## config.mk

```make
export PLATFORM = sky130hd
export DESIGN_NAME = tdm_demux_1_8
export DESIGN_NICKNAME = d
export VERILOG_FILES = /design/src/rtl/tdm_pkg.sv /design/src/rtl/tdm_out_hold.sv /design/src/rtl/tdm_demux_1_8.sv
export SDC_FILE = /design/constraint.sdc
export NUM_CORES = 1
export LEC_CHECK = 0
export ABC_AREA = 1
export BUFFER_PORTS_ARGS = -buffer_cell sky130_fd_sc_hd__buf_2
export CAP_MARGIN = 0
export CORE_MARGIN = 10
export CORE_UTILIZATION = 43
export CTS_CLUSTER_SIZE = 30
export DETAILED_ROUTE_END_ITERATION = 6
export SYNTH_ARGS = -nofsm -noshare
export SYNTH_HDL_FRONTEND = slang
export SYNTH_HIERARCHICAL = 1
export SYNTH_SLANG_ARGS = --single-unit
```

## constraint.sdc

```tcl
create_clock -name i_clk -period 2.4 [get_ports i_clk]
set_input_delay 0.24 -clock i_clk [delete_from_list [all_inputs] [get_ports i_clk]]
set_output_delay 0.24 -clock i_clk [all_outputs]
set_load 0.005 [all_outputs]
```

## src/rtl/tdm_pkg.sv

```systemverilog
// Shared constants and state encoding for the 1:8 TDM receive demux.
// Optional parity slot is enabled by defining PARITY_CHECK_EN.
package tdm_pkg;

  localparam int unsigned N_LANES = 8;
  localparam int unsigned SEL_W   = 3;

  // S_PARITY is only reachable when PARITY_CHECK_EN is defined.
  typedef enum logic [1:0] {
    S_IDLE    = 2'd0,
    S_COLLECT = 2'd1,
    S_PARITY  = 2'd2
  } state_t;

  localparam logic [SEL_W-1:0] LAST_LANE = SEL_W'(N_LANES - 1);

endpackage

```

## src/rtl/tdm_out_hold.sv

```systemverilog
// One-word valid/ready holding register; flags a dropped word when full.
module tdm_out_hold
  import tdm_pkg::*;
(
  input  logic               i_clk,
  input  logic               i_rst,
  input  logic               i_load,
  input  logic [N_LANES-1:0] i_data,
  input  logic               i_ready,
  output logic [N_LANES-1:0] o_data,
  output logic               o_valid,
  output logic               o_overrun
);

  logic [N_LANES-1:0] r_data;
  logic               r_valid;
  logic               r_overrun;

  // Load when free or draining this edge; otherwise drop and pulse overrun.
  always_ff @(posedge i_clk or posedge i_rst) begin
    if (i_rst) begin
      r_data    <= '0;
      r_valid   <= 1'b0;
      r_overrun <= 1'b0;
    end else begin
      r_overrun <= 1'b0;
      if (i_load) begin
        if (!r_valid || i_ready) begin
          r_data  <= i_data;
          r_valid <= 1'b1;
        end else begin
          r_overrun <= 1'b1;
        end
      end else if (r_valid && i_ready) begin
        r_valid <= 1'b0;
      end
    end
  end

  assign o_data    = r_data;
  assign o_valid   = r_valid;
  assign o_overrun = r_overrun;

endmodule

```

## src/rtl/tdm_demux_1_8.sv

```systemverilog
// Receive side of the 8:1 TDM serial link: rebuilds 8 lane samples into a word.
// Define PARITY_CHECK_EN for a 9-slot frame with an even-parity slot.
module tdm_demux_1_8
  import tdm_pkg::*;
(
  input  logic               i_clk,
  input  logic               i_rst,
  input  logic               i_in,
  input  logic               i_in_valid,
  input  logic               i_frame_start,
  output logic [SEL_W-1:0]   o_sel,
  output logic [N_LANES-1:0] o_out,
  output logic               o_out_valid,
  input  logic               i_out_ready,
  output logic               o_overrun,
  output logic               o_sync_err,
  output logic               o_parity_err
);

`ifdef PARITY_CHECK_EN
  localparam int unsigned SHADOW_W = N_LANES;
`else
  // Lane 7 goes straight into the commit word, so it is never stored.
  localparam int unsigned SHADOW_W = N_LANES - 1;
`endif

  state_t               r_state, w_state_nxt;
  logic [SEL_W-1:0]     r_sel, w_sel_nxt;
  logic [SHADOW_W-1:0]  r_shadow, w_shadow_nxt;
  logic                 r_sync_err, w_sync_err_nxt;
  logic                 w_commit;
  logic [N_LANES-1:0]   w_commit_word;
`ifdef PARITY_CHECK_EN
  logic                 r_parity_err, w_parity_err_nxt;
`endif

  // State, lane counter, shadow word and error pulse registers.
  always_ff @(posedge i_clk or posedge i_rst) begin
    if (i_rst) begin
      r_state    <= S_IDLE;
      r_sel      <= '0;
      r_shadow   <= '0;
      r_sync_err <= 1'b0;
`ifdef PARITY_CHECK_EN
      r_parity_err <= 1'b0;
`endif
    end else begin
      r_state    <= w_state_nxt;
      r_sel      <= w_sel_nxt;
      r_shadow   <= w_shadow_nxt;
      r_sync_err <= w_sync_err_nxt;
`ifdef PARITY_CHECK_EN
      r_parity_err <= w_parity_err_nxt;
`endif
    end
  end

  // Next-state, sample capture and commit request.
  always_comb begin
    w_state_nxt    = r_state;
    w_sel_nxt      = r_sel;
    w_shadow_nxt   = r_shadow;
    w_sync_err_nxt = 1'b0;
    w_commit       = 1'b0;
    w_commit_word  = '0;
`ifdef PARITY_CHECK_EN
    w_parity_err_nxt = 1'b0;
`endif
    case (r_state)
      S_IDLE: begin
        if (i_in_valid && i_frame_start) begin
          w_shadow_nxt[0] = i_in;
          w_sel_nxt       = SEL_W'(1);
          w_state_nxt     = S_COLLECT;
        end
      end
      S_COLLECT: begin
        if (i_in_valid) begin
          if (i_frame_start) begin
            w_sync_err_nxt  = 1'b1;
            w_shadow_nxt[0] = i_in;
            w_sel_nxt       = SEL_W'(1);
          end else if (r_sel == LAST_LANE) begin
            w_sel_nxt = '0;
`ifdef PARITY_CHECK_EN
            w_shadow_nxt[N_LANES-1] = i_in;
            w_state_nxt             = S_PARITY;
`else
            w_commit      = 1'b1;
            w_commit_word = {i_in, r_shadow};
            w_state_nxt   = S_IDLE;
`endif
          end else begin
            for (int k = 0; k < SHADOW_W; k++) begin
              if (r_sel == SEL_W'(k)) w_shadow_nxt[k] = i_in;
            end
            w_sel_nxt = r_sel + SEL_W'(1);
          end
        end
      end
`ifdef PARITY_CHECK_EN
      S_PARITY: begin
        if (i_in_valid) begin
          if (i_frame_start) begin
            w_sync_err_nxt  = 1'b1;
            w_shadow_nxt[0] = i_in;
            w_sel_nxt       = SEL_W'(1);
            w_state_nxt     = S_COLLECT;
          end else begin
            // Word is committed even when parity mismatches.
            w_commit         = 1'b1;
            w_commit_word    = r_shadow;
            w_parity_err_nxt = ^{r_shadow, i_in};
            w_state_nxt      = S_IDLE;
          end
        end
      end
`endif
      default: w_state_nxt = S_IDLE;
    endcase
  end

  tdm_out_hold u_hold (
    .i_clk     (i_clk),
    .i_rst     (i_rst),
    .i_load    (w_commit),
    .i_data    (w_commit_word),
    .i_ready   (i_out_ready),
    .o_data    (o_out),
    .o_valid   (o_out_valid),
    .o_overrun (o_overrun)
  );

  assign o_sel      = r_sel;
  assign o_sync_err = r_sync_err;
`ifdef PARITY_CHECK_EN
  assign o_parity_err = r_parity_err;
`else
  assign o_parity_err = 1'b0;
`endif

endmodule

```

==> results.cfg <==
[status]
outcome = finished clean

[finish]
fillers = 278
final_cells = 195
area_growth_pct = 7.51
antennaDiodeCount = 0
layout.nets = 179
drive_gt1_frac = 0.213

[synthesis]
synth-seq-cells = 22
ys_seq_area_frac = 0.440
avgSynthCellArea_um2 = 8.39
synth_area_leader_cell = dfrtp_1
synthCells = 149
synthTopCellsByCount = nand2_1 (46), dfrtp_1 (22), inv_1 (18)
synth_edf_count = 0
yosysUniqueCellTypes = 20
synthArstFlopShare = 1.00
yosysWarnings = 6
ys_top_cells_by_area = dfrtp_1 (44%), nand2_1 (14%), ha_1 (7.0%)
syn_area_mm2 = 0.00125
synthFlopType = dfrtp_1
synth_top_area_frac = 0.440
synth_most_common_cell = nand2_1
syn_nets = 162

[floorplan]
core_area_mm2 = 0.00276
die-area_mm2 = 0.00546
initial_core_util = 0.453
chipWidth_um = 73.9
die_height_um = 73.9
row_count = 19
io_pins = 21

[sta]
tns_ns = 0
fin_crit_ns = 2.20
hold-worst-slack_ns = 0.238
skew_ns = 0.00389
finalCritPeriodShare = 0.915
slew_viol_final = 0
finalHoldViolCount = 0
setup_violations = 0
max_freq_mhz = 455
slew_headroom = 0.338
rsz0062_at_grt = false
worstMarginPinSlew_ns = 0.989
setup_ws_ns = 0.204

[pwr]
p_sw_uw = 236
intPower_uw = 543
vdd_drop_max_uv = 343
seq_power_share = 0.593
p_leak_uw = 0.000746
sw_frac_of_total = 0.303
p_per_area_mw_per_mm2 = 580
combPwrFrac = 0.203
p_clk_frac = 0.205

[routing]
wl_per_cell_um = 12.0
ant_nets = 0
wirelength_um = 2340
routed_via_density = 4.78
drc = 0
dr.pass1.iters = 3
vias = 933
drtIter0Drc = 49

[place]
dp_cells = 191
finalWeightedCongestion = 0.790
hpwl_um = 1860
post-place-ws_ns = 0.222
port_buffers = 19

[clocking]
cts_setup_buffers = 0
root_buffer = clkbuf_4
cts_tree = yes
cts_buffers = 3
clockBufferDepth = 2
clk_pin_slew_ns = 0.11
cts.sinks = 22
h-tree-depth = 1
clk_latency_ns = 0.29

[critical_path]
cp_slowest_stage_delay_ns = 0.80
path_class = flip-flop to flip-flop
cp_slowest_cell = nor2_1
end_kind = flip-flop
crit_buf_inv = 1
path_max_fanout = 12
cp_cell_sequence = ha_1 -> ha_1 -> inv_1 -> nor2_1 -> nand2_4 -> nand2_1 -> nand2_1
start_kind = flip-flop
required_ns = 2.59
cp_top_family = simple AND/OR/NAND/NOR gates
cp.arrival_ns = 2.39

[global_routing]
grt_max_degree = 14
grt_pass1_vias = 963
track_usage = 0.0954
globalRouteOverflowTotal = 0
grt_pass1_wl_um = 4220
antenna_found_initial = 0

[min_path]
hold_path.class = primary input to flip-flop

[job]
cap_violations = 0
## cells in the final DEF (no fill, tap or decap), drive strengths merged
master	n
nand4	6
nand2	49
clkbuf	3
dfrtp	22
dlygate4sd3	1
ha	7
buf	19
inv	18
o22ai	2
nor2	16
nand3	18
o211ai	1
o21ai	1
conb	1
## flip-flops by register name, indices dropped and copies added (netlist names)
signal,flops
u_hold/o_data,8
r_shadow,7
u_hold/o_valid,1
o_sel,3
r_state,1
o_sync_err,1
u_hold/o_overrun,1
## layout make-up
cell class              count  area [um^2]  area share
inverters                  18         67.6      0.0503
clock buffers               3         22.5      0.0168
repair buffers             20          105      0.0782
well taps                  31         38.8      0.0289
multi-input cells         101          559       0.416
flip-flops and latches     22          551       0.410
## through the flow
step,area (um^2),util,power (uW)
after floorplan,1250,-,586
after global placement,1310,0.475,626
after detailed placement,1310,0.475,629
after CTS,1340,0.487,793
after global routing,1340,0.487,847
final,1340,0.487,779
## layer usage
metal  vias up  track usage  share of wire
met3         4       0.0269          0.049
met4         0       0.0393         0.0098
met1       423        0.107           0.45
li1        492            -              -
met5         -            0              0
met2        14        0.165           0.49
## timing repair
item                                    CTS  global route
endpoints found under the hold margin    22             0
hold buffers                              1             0
gates resized for setup                   0             0
endpoints found under the setup margin    0             0
## worst reg2reg max path: stages, from the launching register on
cell     delay [ns]
dfrtp_1        0.41
ha_1           0.23
ha_1           0.18
inv_1          0.16
nor2_1         0.80
nand2_4        0.16
nand2_1        0.11
nand2_1        0.06
## kinds of logic after synthesis
kind of cell             Yosys count  synth area share
flip-flops                        22             0.440
other                              1           0.00300
buffers and inverters             26             0.112
AO/OA/AOI/OAI                      4            0.0250
adder cells (fa/ha/maj)            7            0.0701
AND/OR/NAND/NOR                   89             0.349
## worst paths after layout
kind,from,to,slack [ns],depth (start not counted)
max,o_sel[0],u_hold/o_data[1],0.20,7
min,i_in,r_shadow[0],0.24,3
max reg2reg,o_sel[0],u_hold/o_data[1],0.20,7
min reg2reg,u_hold/o_data[3],u_hold/o_data[3],0.48,2
max in group asynchronous,i_rst,r_shadow[6],1.57,3
min in group asynchronous,i_rst,u_hold/o_valid,0.44,3
## power groups by stage
stage	combinational [uW]	sequential [uW]	clock (uW)
after floorplan	130	456	0
after global placement	158	468	0
after detailed placement	161	469	0
after CTS	162	462	170
after global routing	195	469	183
final	158	462	159
No activity file was read; power rests on OpenSTA's default activity.
